`config.mk`:
```
export PLATFORM = sky130hd
export DESIGN_NAME = voice_frame_scheduler
export DESIGN_NICKNAME = d
export VERILOG_FILES = /design/src/rtl/synth_audio_pkg.sv /design/src/rtl/voice_frame_scheduler_sat_accum.sv /design/src/rtl/voice_frame_scheduler.sv
export SDC_FILE = /design/constraint.sdc
export NUM_CORES = 1
export LEC_CHECK = 0
export ABC_CLOCK_PERIOD_IN_PS = 2850
export CORE_MARGIN = 2
export CORE_UTILIZATION = 45
export CTS_BUF_LIST = sky130_fd_sc_hd__clkbuf_4 sky130_fd_sc_hd__clkbuf_8
export DETAILED_ROUTE_END_ITERATION = 7
export HOLD_SLACK_MARGIN = 0.15
export PLACE_DENSITY_LB_ADDON = 0.2
export SYNTH_ARGS = -nofsm -noshare
export SYNTH_HDL_FRONTEND = slang
export SYNTH_SLANG_ARGS = --single-unit
```
`constraint.sdc`:
```
create_clock -name clk -period 2.85 [get_ports clk]
set_input_delay 0.285 -clock clk [delete_from_list [all_inputs] [get_ports clk]]
set_output_delay 0.285 -clock clk [all_outputs]
set_load 0.02 [all_outputs]
```
`src/rtl/synth_audio_pkg.sv`:
```
// Shared definitions for the synth audio path: sample/FIFO widths, the
// frame scheduler state encoding and the 24-bit saturation helper.
package synth_audio_pkg;

  localparam int SAMPLE_W  = 24;
  localparam int FIFO_W    = 32;
  localparam int PAD_W     = FIFO_W - SAMPLE_W;
  // Widest accumulator we ever saturate: 24 bits plus headroom for 32 voices.
  localparam int ACC_MAX_W = SAMPLE_W + 6;

  localparam logic signed [ACC_MAX_W-1:0] SAT_MAX = ACC_MAX_W'((2 ** (SAMPLE_W - 1)) - 1);
  localparam logic signed [ACC_MAX_W-1:0] SAT_MIN = ACC_MAX_W'(-(2 ** (SAMPLE_W - 1)));

  typedef enum logic [2:0] {
    IDLE,
    SCAN,
    WAIT,
    WR_L,
    WR_R
  } state_t;

  function automatic logic [SAMPLE_W-1:0] sat24(input logic signed [ACC_MAX_W-1:0] acc);
    if (acc > SAT_MAX) begin
      return 24'h7FFFFF;
    end else if (acc < SAT_MIN) begin
      return 24'h800000;
    end else begin
      return acc[SAMPLE_W-1:0];
    end
  endfunction

endpackage

```
`src/rtl/voice_frame_scheduler_sat_accum.sv`:
```
// Signed accumulator with synchronous clear/add and a saturated 24-bit view
// of the running sum; one instance per stereo channel.
module sat_accum
  import synth_audio_pkg::*;
#(
  parameter int ACC_W = SAMPLE_W + 3
) (
  input  logic                       clk,
  input  logic                       reset,
  input  logic                       i_clr,
  input  logic                       i_add,
  input  logic signed [SAMPLE_W-1:0] i_sample,
  output logic        [SAMPLE_W-1:0] o_sat
);

  logic signed [ACC_W-1:0]     r_acc;
  logic signed [ACC_W-1:0]     w_sampleExt;
  logic signed [ACC_MAX_W-1:0] w_accExt;

  assign w_sampleExt = {{(ACC_W - SAMPLE_W){i_sample[SAMPLE_W-1]}}, i_sample};
  assign w_accExt    = {{(ACC_MAX_W - ACC_W){r_acc[ACC_W-1]}}, r_acc};

  always_ff @(posedge clk or posedge reset) begin
    if (reset) begin
      r_acc <= '0;
    end else if (i_clr) begin
      r_acc <= '0;
    end else if (i_add) begin
      r_acc <= r_acc + w_sampleExt;
    end
  end

  assign o_sat = sat24(w_accExt);

endmodule

```
`src/rtl/voice_frame_scheduler.sv`:
```
// Per-sample-period scheduler: polls enabled voices via req/ack, sums the stereo
// samples with saturation and writes a left then right word into the TX FIFO.
module voice_frame_scheduler
  import synth_audio_pkg::*;
#(
  parameter int NUM_VOICES    = 8,
  parameter int VOICE_TIMEOUT = 63
) (
  input  logic                          clk,
  input  logic                          reset,
  input  logic                          frame_tick,
  input  logic [NUM_VOICES-1:0]         voice_enable,
  output logic                          voice_req,
  output logic [$clog2(NUM_VOICES)-1:0] voice_idx,
  input  logic                          voice_ack,
  input  logic [SAMPLE_W-1:0]           voice_l,
  input  logic [SAMPLE_W-1:0]           voice_r,
  output logic                          fifo_wrreq,
  input  logic                          fifo_full,
  output logic [FIFO_W-1:0]             fifo_data,
  output logic                          busy,
  output logic                          overrun,
  output logic                          timeout_err,
  input  logic                          err_clr
);

  localparam int IDX_W = $clog2(NUM_VOICES);
  localparam int ACC_W = SAMPLE_W + IDX_W;
  localparam int CNT_W = $clog2(VOICE_TIMEOUT + 1);

  state_t                r_state;
  logic [NUM_VOICES-1:0] r_enable;
  // One extra bit so the index can reach NUM_VOICES and mark the end of the scan.
  logic [IDX_W:0]        r_idx;
  logic [CNT_W-1:0]      r_cnt;
  logic                  r_req;
  logic                  r_wrreq;
  logic [FIFO_W-1:0]     r_fifoData;
  logic                  r_busy;
  logic                  r_overrun;
  logic                  r_timeoutErr;

  logic                  w_accClr;
  logic                  w_accAdd;
  logic [SAMPLE_W-1:0]   w_satL;
  logic [SAMPLE_W-1:0]   w_satR;

  assign w_accClr = (r_state == IDLE) && frame_tick;
  assign w_accAdd = (r_state == WAIT) && voice_ack;

  sat_accum #(.ACC_W(ACC_W)) u_accL (
    .clk      (clk),
    .reset    (reset),
    .i_clr    (w_accClr),
    .i_add    (w_accAdd),
    .i_sample (voice_l),
    .o_sat    (w_satL)
  );

  sat_accum #(.ACC_W(ACC_W)) u_accR (
    .clk      (clk),
    .reset    (reset),
    .i_clr    (w_accClr),
    .i_add    (w_accAdd),
    .i_sample (voice_r),
    .o_sat    (w_satR)
  );

  // Error sets are written after the clear so a coincident set event wins.
  always_ff @(posedge clk or posedge reset) begin
    if (reset) begin
      r_state      <= IDLE;
      r_enable     <= '0;
      r_idx        <= '0;
      r_cnt        <= '0;
      r_req        <= 1'b0;
      r_wrreq      <= 1'b0;
      r_fifoData   <= '0;
      r_busy       <= 1'b0;
      r_overrun    <= 1'b0;
      r_timeoutErr <= 1'b0;
    end else begin
      r_wrreq <= 1'b0;
      if (err_clr) begin
        r_overrun    <= 1'b0;
        r_timeoutErr <= 1'b0;
      end
      if (frame_tick && (r_state != IDLE)) begin
        r_overrun <= 1'b1;
      end

      case (r_state)
        IDLE: begin
          if (frame_tick) begin
            r_enable <= voice_enable;
            r_idx    <= '0;
            r_busy   <= 1'b1;
            r_state  <= SCAN;
          end
        end
        SCAN: begin
          if (r_idx == (IDX_W + 1)'(NUM_VOICES)) begin
            r_state <= WR_L;
          end else if (r_enable[r_idx[IDX_W-1:0]]) begin
            r_req   <= 1'b1;
            r_cnt   <= '0;
            r_state <= WAIT;
          end else begin
            r_idx <= r_idx + (IDX_W + 1)'(1);
          end
        end
        WAIT: begin
          if (voice_ack) begin
            r_req   <= 1'b0;
            r_idx   <= r_idx + (IDX_W + 1)'(1);
            r_state <= SCAN;
          end else if (r_cnt == CNT_W'(VOICE_TIMEOUT - 1)) begin
            r_timeoutErr <= 1'b1;
            r_req        <= 1'b0;
            r_idx        <= r_idx + (IDX_W + 1)'(1);
            r_state      <= SCAN;
          end else begin
            r_cnt <= r_cnt + CNT_W'(1);
          end
        end
        WR_L: begin
          if (!fifo_full) begin
            r_wrreq    <= 1'b1;
            r_fifoData <= {w_satL, {PAD_W{1'b0}}};
            r_state    <= WR_R;
          end
        end
        WR_R: begin
          if (!fifo_full) begin
            r_wrreq    <= 1'b1;
            r_fifoData <= {w_satR, {PAD_W{1'b0}}};
            r_busy     <= 1'b0;
            r_state    <= IDLE;
          end
        end
        default: begin
          r_req   <= 1'b0;
          r_busy  <= 1'b0;
          r_state <= IDLE;
        end
      endcase
    end
  end

  assign voice_req   = r_req;
  assign voice_idx   = r_idx[IDX_W-1:0];
  assign fifo_wrreq  = r_wrreq;
  assign fifo_data   = r_fifoData;
  assign busy        = r_busy;
  assign overrun     = r_overrun;
  assign timeout_err = r_timeoutErr;

endmodule
```
==> flow_metrics.env, run 1 <==
export IMPL_status="finished clean"
export IMPL_antenna_found_initial=0
export IMPL_drtAntennaViolNets=0
export IMPL_required_ps=3180
export IMPL_synth_avg_cell_area_um2=8.55
export IMPL_finalHoldViolCount=0
export IMPL_crit_arrival_ps=3020
export IMPL_die_x_um=132
export IMPL_holdWs_ps=298
export IMPL_synth_common_cells="nand2_1 (131), dfrtp_1 (104), a21oi_1 (97)"
export IMPL_fin_area_mm2=0.00905
export IMPL_maxSlewHeadroom_pct=44.5
export IMPL_final_cell_count_no_fill=1197
export IMPL_overflow=0
export IMPL_numClockSinks=104
export IMPL_die_area_mm2=0.0173
export IMPL_ys_flop_type="dfrtp_1"
export IMPL_synth_warnings=0
export IMPL_worst_slack_ps=168
export IMPL_wire_per_inst_um=16.1
export IMPL_drt_iter0_drc=510
export IMPL_totalWireLength_mm=19.2
export IMPL_critPathMaxFanout=5
export IMPL_critPathSlowestCell="dfrtp_1"
export IMPL_htree_levels=3
export IMPL_dpl_instance_area_mm2=0.00879
export IMPL_dp_hpwl_mm=14.2
export IMPL_final_nets=1096
export IMPL_clkTransAtPathRegs_ps=110
export IMPL_period_share_pct=94.1
export IMPL_p_per_area_mw_per_mm2=984
export IMPL_dpl_cell_count=1179
export IMPL_criticalPathCategory="reg -> reg"
export IMPL_startpoint_type="flop"
export IMPL_final_util_pct=57.0
export IMPL_grt_max_degree=50
export IMPL_ys_async_sr_fraction_pct=100
export IMPL_synth_area_mm2=0.00733
export IMPL_power_mw=8.91
export IMPL_yosysMostFrequentCell="nand2_1"
export IMPL_dp_slack_ps=-371
export IMPL_min_path_type="in -> async"
export IMPL_critPathMaxStageDelay_ps=420
export IMPL_syn_inst=857
export IMPL_power_leakage_nw=4.18
export IMPL_skew_ps=11.0
export IMPL_cts_buffers=9
export IMPL_ctsRootBufferMaster="clkbuf_8"
export IMPL_rows=46
export IMPL_ys_ff_latch=104
export IMPL_vias_per_cell=5.47
export IMPL_cts_tree="done"
export IMPL_critPathTopFamily="compound AO/OA/AOI/OAI gates"
export IMPL_hold_buffers=0
export IMPL_report_final_slew_viol_count=0
export IMPL_die_h_um=132
export IMPL_tightest_slew_ps=822
export IMPL_post_route_min_period_ps=2680
export IMPL_first_pass_iters=6
export IMPL_nFillCells=1464
export IMPL_synth_edf_count=0
export IMPL_n_antenna_cell=0
export IMPL_peakVddDrop_mv=0.532
export IMPL_fin_tns_setup_ps=0
export IMPL_yosysTopAreaCellShare_pct=35.5
export IMPL_place_congestion=0.891
export IMPL_start_util_pct=46.1
export IMPL_drive_gt1_share_pct=11.0
export IMPL_port_buffers=93
export IMPL_rsz0062_at_grt="no"
export IMPL_top_level_ports=102
export IMPL_clk_latency_ps=400
export IMPL_max_freq_mhz=373
export IMPL_synthDistinctLibCells=80
export IMPL_endpoint_kind="flop"
export IMPL_crit_chain="ha_1, a21o_1, a21oi_2, a21oi_4, nor2_4, o21bai_2, a211o_1, a221oi_4, mux2i_1, a2bb2oi_1"
export IMPL_clock_path_buffers=2
export IMPL_track_usage_pct=22.6
export IMPL_grt_pass1_vias=6300
export IMPL_drc=0
export IMPL_grt_pass1_wl_mm=31.9
export IMPL_setup_viol=0
export IMPL_ys_seq_area_share_pct=35.5
export IMPL_core_mm2=0.0159
export IMPL_yosysTopAreaCell="dfrtp_1"
export IMPL_drv_cap=0
export IMPL_vias=6550
export IMPL_syn2layout_area_growth_pct=23.6
export IMPL_critPathBufInv=0
export IMPL_yosys_top_cells_area="dfrtp_1 (36%), ha_1 (9.6%), nand2_1 (6.7%), a21oi_1 (6.6%), o21ai_0 (4.7%)"
-- cells in the final DEF, fill, tap and decap left out, types with 4 or more instances in the layout --
master,synthesis,final
and2_1,5,5
o21a_1,6,6
dfrtp_1,104,104
nand3_1,14,14
conb_1,1,8
inv_1,28,27
clkdlybuf4s50_1,0,93
o21bai_1,10,10
clkbuf_8,0,11
ha_1,56,56
nand2_1,131,131
xnor2_1,26,26
o21ai_1,5,5
a21o_1,22,22
nor2b_1,6,5
buf_4,11,55
a31oi_1,4,4
o31ai_1,25,25
o21ai_0,69,69
xor2_1,23,23
nand2b_1,6,6
nand4_1,7,7
nor2_1,49,48
a21oi_1,97,96
or3_1,4,4
and3_1,12,12
a211oi_1,6,6
nor3_1,12,12
o22ai_1,4,4
mux2i_1,5,5
-- routing by layer --
layer	GRT usage, %	share of wire [%]	vias to the layer above
met1	33.4	51	3093
met3	3.86	3.6	22
li1	-	-	3295
met2	33.6	44	140
met4	6.94	1.9	0
met5	0	0	-
-- path summary, 6_finish.rpt --
path	start	to	slack, ps	depth (start not counted)
setup / recovery	u_accL.r_acc[4]$_DFFE_PP0P_	u_accL.r_acc[26]$_DFFE_PP0P_	170	10
setup reg to reg	u_accL.r_acc[4]$_DFFE_PP0P_	u_accL.r_acc[26]$_DFFE_PP0P_	170	10
hold / removal	reset	u_accR.r_acc[3]$_DFFE_PP0P_	300	2
hold reg to reg	r_enable[0]$_DFFE_PP0P_	r_enable[0]$_DFFE_PP0P_	490	2
min in group clk	voice_enable[7]	r_enable[7]$_DFFE_PP0P_	400	3
max in group asynchronous	reset	u_accR.r_acc[17]$_DFFE_PP0P_	1910	3
-- kinds of logic after synthesis --
logic type / after synthesis / share of synthesized area [%]
compound gates: 292 / 25.6
simple gates: 266 / 16.6
flops: 104 / 35.5
buf+inv: 78 / 4.59
fa+ha+maj: 58 / 10.1
xor+xnor: 49 / 5.86
mux: 9 / 1.64
other cells: 1 / 0.0512
-- what timing repair did --
action | in CTS | in global routing
gates resized for setup | 1 | 10
pin swaps | 0 | 2
setup buffers | 0 | 2
endpoints found under the setup margin | 1 | 7
-- where the power goes --
group	switching, mW	internal, mW	leakage [nW]
clock network	0.565	0.372	0.0935
registers	0.511	2.06	1.38
logic	3.00	2.41	2.71
-- layout make-up --
cell class | instances | area (um^2) | area share, %
clock buffer | 11 | 151 | 1.67
clock inverter | 5 | 40.0 | 0.442
inverter | 28 | 109 | 1.20
multi-input combinational | 682 | 4480 | 49.4
sequential | 104 | 2600 | 28.7
tap | 216 | 270 | 2.99
timing repair buffer | 151 | 1400 | 15.5
-- registers in the layout (all words and copies together), names as in the netlist --
| signal | cells |
|---|---|
| u_accL.r_acc | 27 |
| u_accR.r_acc | 27 |
| fifo_data | 24 |
| r_enable | 8 |
| r_cnt | 6 |
| r_idx | 4 |
| r_state | 3 |
| busy | 1 |
| fifo_wrreq | 1 |
| overrun | 1 |
| timeout_err | 1 |
| voice_req | 1 |
-- worst register-to-register path, delay by kind of cell (launching register included) --
| family | cells | cell delay, ps |
|---|---|---|
| compound gates | 7 | 1510 |
| fa+ha+maj | 1 | 370 |
| flops | 1 | 420 |
| mux | 1 | 220 |
| simple gates | 1 | 110 |
Note: power is estimated with default switching activity, not from simulation.
==> run 2: changes to the inputs <==
CELL_PAD_IN_SITES_DETAIL_PLACEMENT = 1   (was not set)
CELL_PAD_IN_SITES_GLOBAL_PLACEMENT = 2   (was not set)
CORE_UTILIZATION = 32   (was 45)
GPL_ROUTABILITY_DRIVEN = 0   (was not set)
SYNTH_HIERARCHICAL = 1   (was not set)
==> run 2 against run 1 <==
  * First-iteration DRC count shrank 58%
  * Highest routed layer unchanged
  * Non-clock buffer count up 26
  * Via count grew 3.9%
==> flow_metrics.env, run 2 <==
export IMPL_peakVddDrop_mv=0.350
export IMPL_numClockSinks=104
export IMPL_antenna_found_initial=0
export IMPL_layout_common_cells="dfrtp_1 (104), clkdlybuf4s50_1 (93), nor2_1 (90)"
export IMPL_ys_flop_type="dfrtp_1"
export IMPL_synth_avg_cell_area_um2=9.04
export IMPL_endpoint_kind="flop"
export IMPL_fin_area_mm2=0.00990
export IMPL_power_leakage_nw=4.26
export IMPL_ys_seq_area_share_pct=32.9
export IMPL_syn_inst=875
export IMPL_cts_buffers=9
export IMPL_holdWs_ps=390
export IMPL_grt_pass1_wl_mm=37.9
export IMPL_grt_pass1_vias=6982
export IMPL_status="finished clean"
export IMPL_crit_chain="ha_1, fa_2, a21oi_2, o21ai_2, a211oi_4, o21ai_2, o21ai_2, mux2i_1, or3_1, mux2_4"
export IMPL_final_nets=1130
export IMPL_port_buffers=93
export IMPL_finalHoldViolCount=0
export IMPL_yosysTopAreaCellShare_pct=32.9
export IMPL_rrSetupSlack_ps=170
export IMPL_grt_max_degree=50
export IMPL_drv_cap=0
export IMPL_die_area_mm2=0.0260
export IMPL_cts_tree="done"
export IMPL_core_mm2=0.0243
export IMPL_rsz0062_at_grt="no"
export IMPL_drt_iter0_drc=215
export IMPL_critPathSlowestCell="dfrtp_1"
export IMPL_yosys_top_cells_area="dfrtp_1 (33%), ha_1 (8.9%), mux2i_1 (7.5%), a21oi_1 (5.2%), o21a_1 (4.4%)"
export IMPL_p_per_area_mw_per_mm2=1130
export IMPL_synth_edf_count=0
export IMPL_post_route_min_period_ps=2680
export IMPL_startpoint_type="flop"
export IMPL_nFillCells=2817
export IMPL_yosysTopAreaCell="dfrtp_1"
export IMPL_synth_warnings=6
export IMPL_critPathMaxFanout=4
export IMPL_fin_tns_setup_ps=0
export IMPL_drive_gt1_share_pct=14.3
export IMPL_use_met1_pct=27.5
export IMPL_use_met3_pct=1.93
export IMPL_crit_arrival_ps=2950
export IMPL_max_freq_mhz=373
export IMPL_die_x_um=161
export IMPL_drc=0
export IMPL_syn2layout_area_growth_pct=25.1
export IMPL_tightest_slew_ps=723
export IMPL_maxSlewHeadroom_pct=51.7
export IMPL_dpl_instance_area_mm2=0.00966
export IMPL_critPathBufInv=0
export IMPL_clock_path_buffers=2
export IMPL_ys_ff_latch=104
export IMPL_setup_viol=0
export IMPL_skew_ps=16.3
export IMPL_gr_usage_met2_pct=27.9
export IMPL_drtAntennaViolNets=0
export IMPL_top_level_ports=102
export IMPL_clkTransAtPathRegs_ps=110
export IMPL_dp_hpwl_mm=18.2
export IMPL_ys_async_sr_fraction_pct=100
export IMPL_rows=57
export IMPL_criticalPathCategory="reg -> reg"
export IMPL_period_share_pct=94.0
export IMPL_ctsRootBufferMaster="clkbuf_8"
export IMPL_final_common_cell="dfrtp_1"
export IMPL_clk_latency_ps=380
export IMPL_gr_max_usage_layer="met2"
export IMPL_first_pass_iters=4
export IMPL_synth_area_mm2=0.00791
export IMPL_vias_per_cell=5.09
export IMPL_r2r_start="u_accR/r_acc[0]$_DFFE_PP0P_"
export IMPL_critPathTopFamily="compound AO/OA/AOI/OAI gates"
export IMPL_crit_top_cell="o21ai_2"
export IMPL_vias=6804
export IMPL_worst_slack_ps=172
export IMPL_report_final_slew_viol_count=0
export IMPL_critPathMaxStageDelay_ps=400
export IMPL_htree_levels=3
export IMPL_start_util_pct=32.5
export IMPL_track_usage_pct=18.1
export IMPL_overflow=0
export IMPL_yosysMostFrequentCell="dfrtp_1"
export IMPL_n_antenna_cell=0
export IMPL_min_path_type="in -> async"
export IMPL_required_ps=3130
export IMPL_synthDistinctLibCells=65
export IMPL_totalWireLength_mm=23.3
export IMPL_r2r_worst_path_cells=10
export IMPL_worstReg2RegEnd="u_accR/r_acc[26]$_DFFE_PP0P_"
export IMPL_dp_slack_ps=-319
export IMPL_synth_common_cells="dfrtp_1 (104), nor2_1 (90), a21oi_1 (82)"
export IMPL_die_h_um=161
export IMPL_wire_per_inst_um=17.4
[run 2: per-layer routing]
| metal | wire [um] | share of wire [%] | vias to the layer above |
|---|---|---|---|
| li1 | - | - | 3435 |
| met1 | 12400 | 53 | 3290 |
| met2 | 10300 | 44 | 67 |
| met3 | 419 | 1.8 | 12 |
| met4 | 177 | 0.76 | 0 |
| met5 | 0 | 0 | - |
[run 2: how the worst max path moves through the flow]
stage,slack [ps],cells past startpoint,endpoint,startpoint
floorplan,140,10,u_accL/r_acc[26]$_DFFE_PP0P_,u_accL/r_acc[0]$_DFFE_PP0P_
global placement,-300,11,u_accL/r_acc[26]$_DFFE_PP0P_,voice_l[0]
detailed placement,-320,11,u_accR/r_acc[26]$_DFFE_PP0P_,voice_r[0]
CTS,4,10,u_accL/r_acc[26]$_DFFE_PP0P_,u_accL/r_acc[0]$_DFFE_PP0P_
global route,10,10,u_accR/r_acc[23]$_DFFE_PP0P_,u_accR/r_acc[6]$_DFFE_PP0P_
finish,170,10,u_accR/r_acc[26]$_DFFE_PP0P_,u_accR/r_acc[0]$_DFFE_PP0P_
[run 2: final cells by class]
cell class / instances / area [um^2] / share of cell area, %
inverter: 20 / 75.1 / 0.758
clock buffer: 10 / 138 / 1.39
sequential: 104 / 2600 / 26.3
multi-input combinational: 698 / 5060 / 51.1
clock inverter: 5 / 33.8 / 0.341
timing repair buffer: 177 / 1590 / 16.0
tap: 324 / 405 / 4.10
[run 2: cell families (layout without fill, tap and decap cells)]
| logic type | after synthesis | after routing | synth area share (%) |
|---|---|---|---|
| buffers and inverters | 80 | 212 | 4.52 |
| other | 1 | 8 | 0.0474 |
| DFF | 104 | 104 | 32.9 |
| and+or+nand+nor | 249 | 249 | 15.8 |
| xor gates and xnor gates | 39 | 39 | 4.32 |
| muxes | 73 | 73 | 10.0 |
| adders and majority gates | 58 | 58 | 9.36 |
| AOI/OAI and AO/OA | 271 | 271 | 23.1 |
[run 2: what timing repair did]
| action | 4_1_cts | 5_1_grt |
|---|---|---|
| setup buffers | 0 | 2 |
| hold buffers | 0 | 0 |
| setup endpoints to repair | 0 | 8 |
| gates resized for setup | 0 | 12 |
[run 2: metrics by stage]
stage / power, mW / cells / util, %
floorplan: 7.59 / 882 / -
global route: 12.2 / 1338 / 40.7
detailed placement: 10.2 / 1321 / 39.7
global placement: 10.1 / 1321 / 39.7
CTS: 11.2 / 1336 / 40.4
finish: 11.2 / 1338 / 40.7
[run 2: report_power, final]
| part | internal [mW] | switching, mW |
|---|---|---|
| combinational | 3.52 | 3.91 |
| clock | 0.336 | 0.553 |
| sequential | 2.13 | 0.707 |
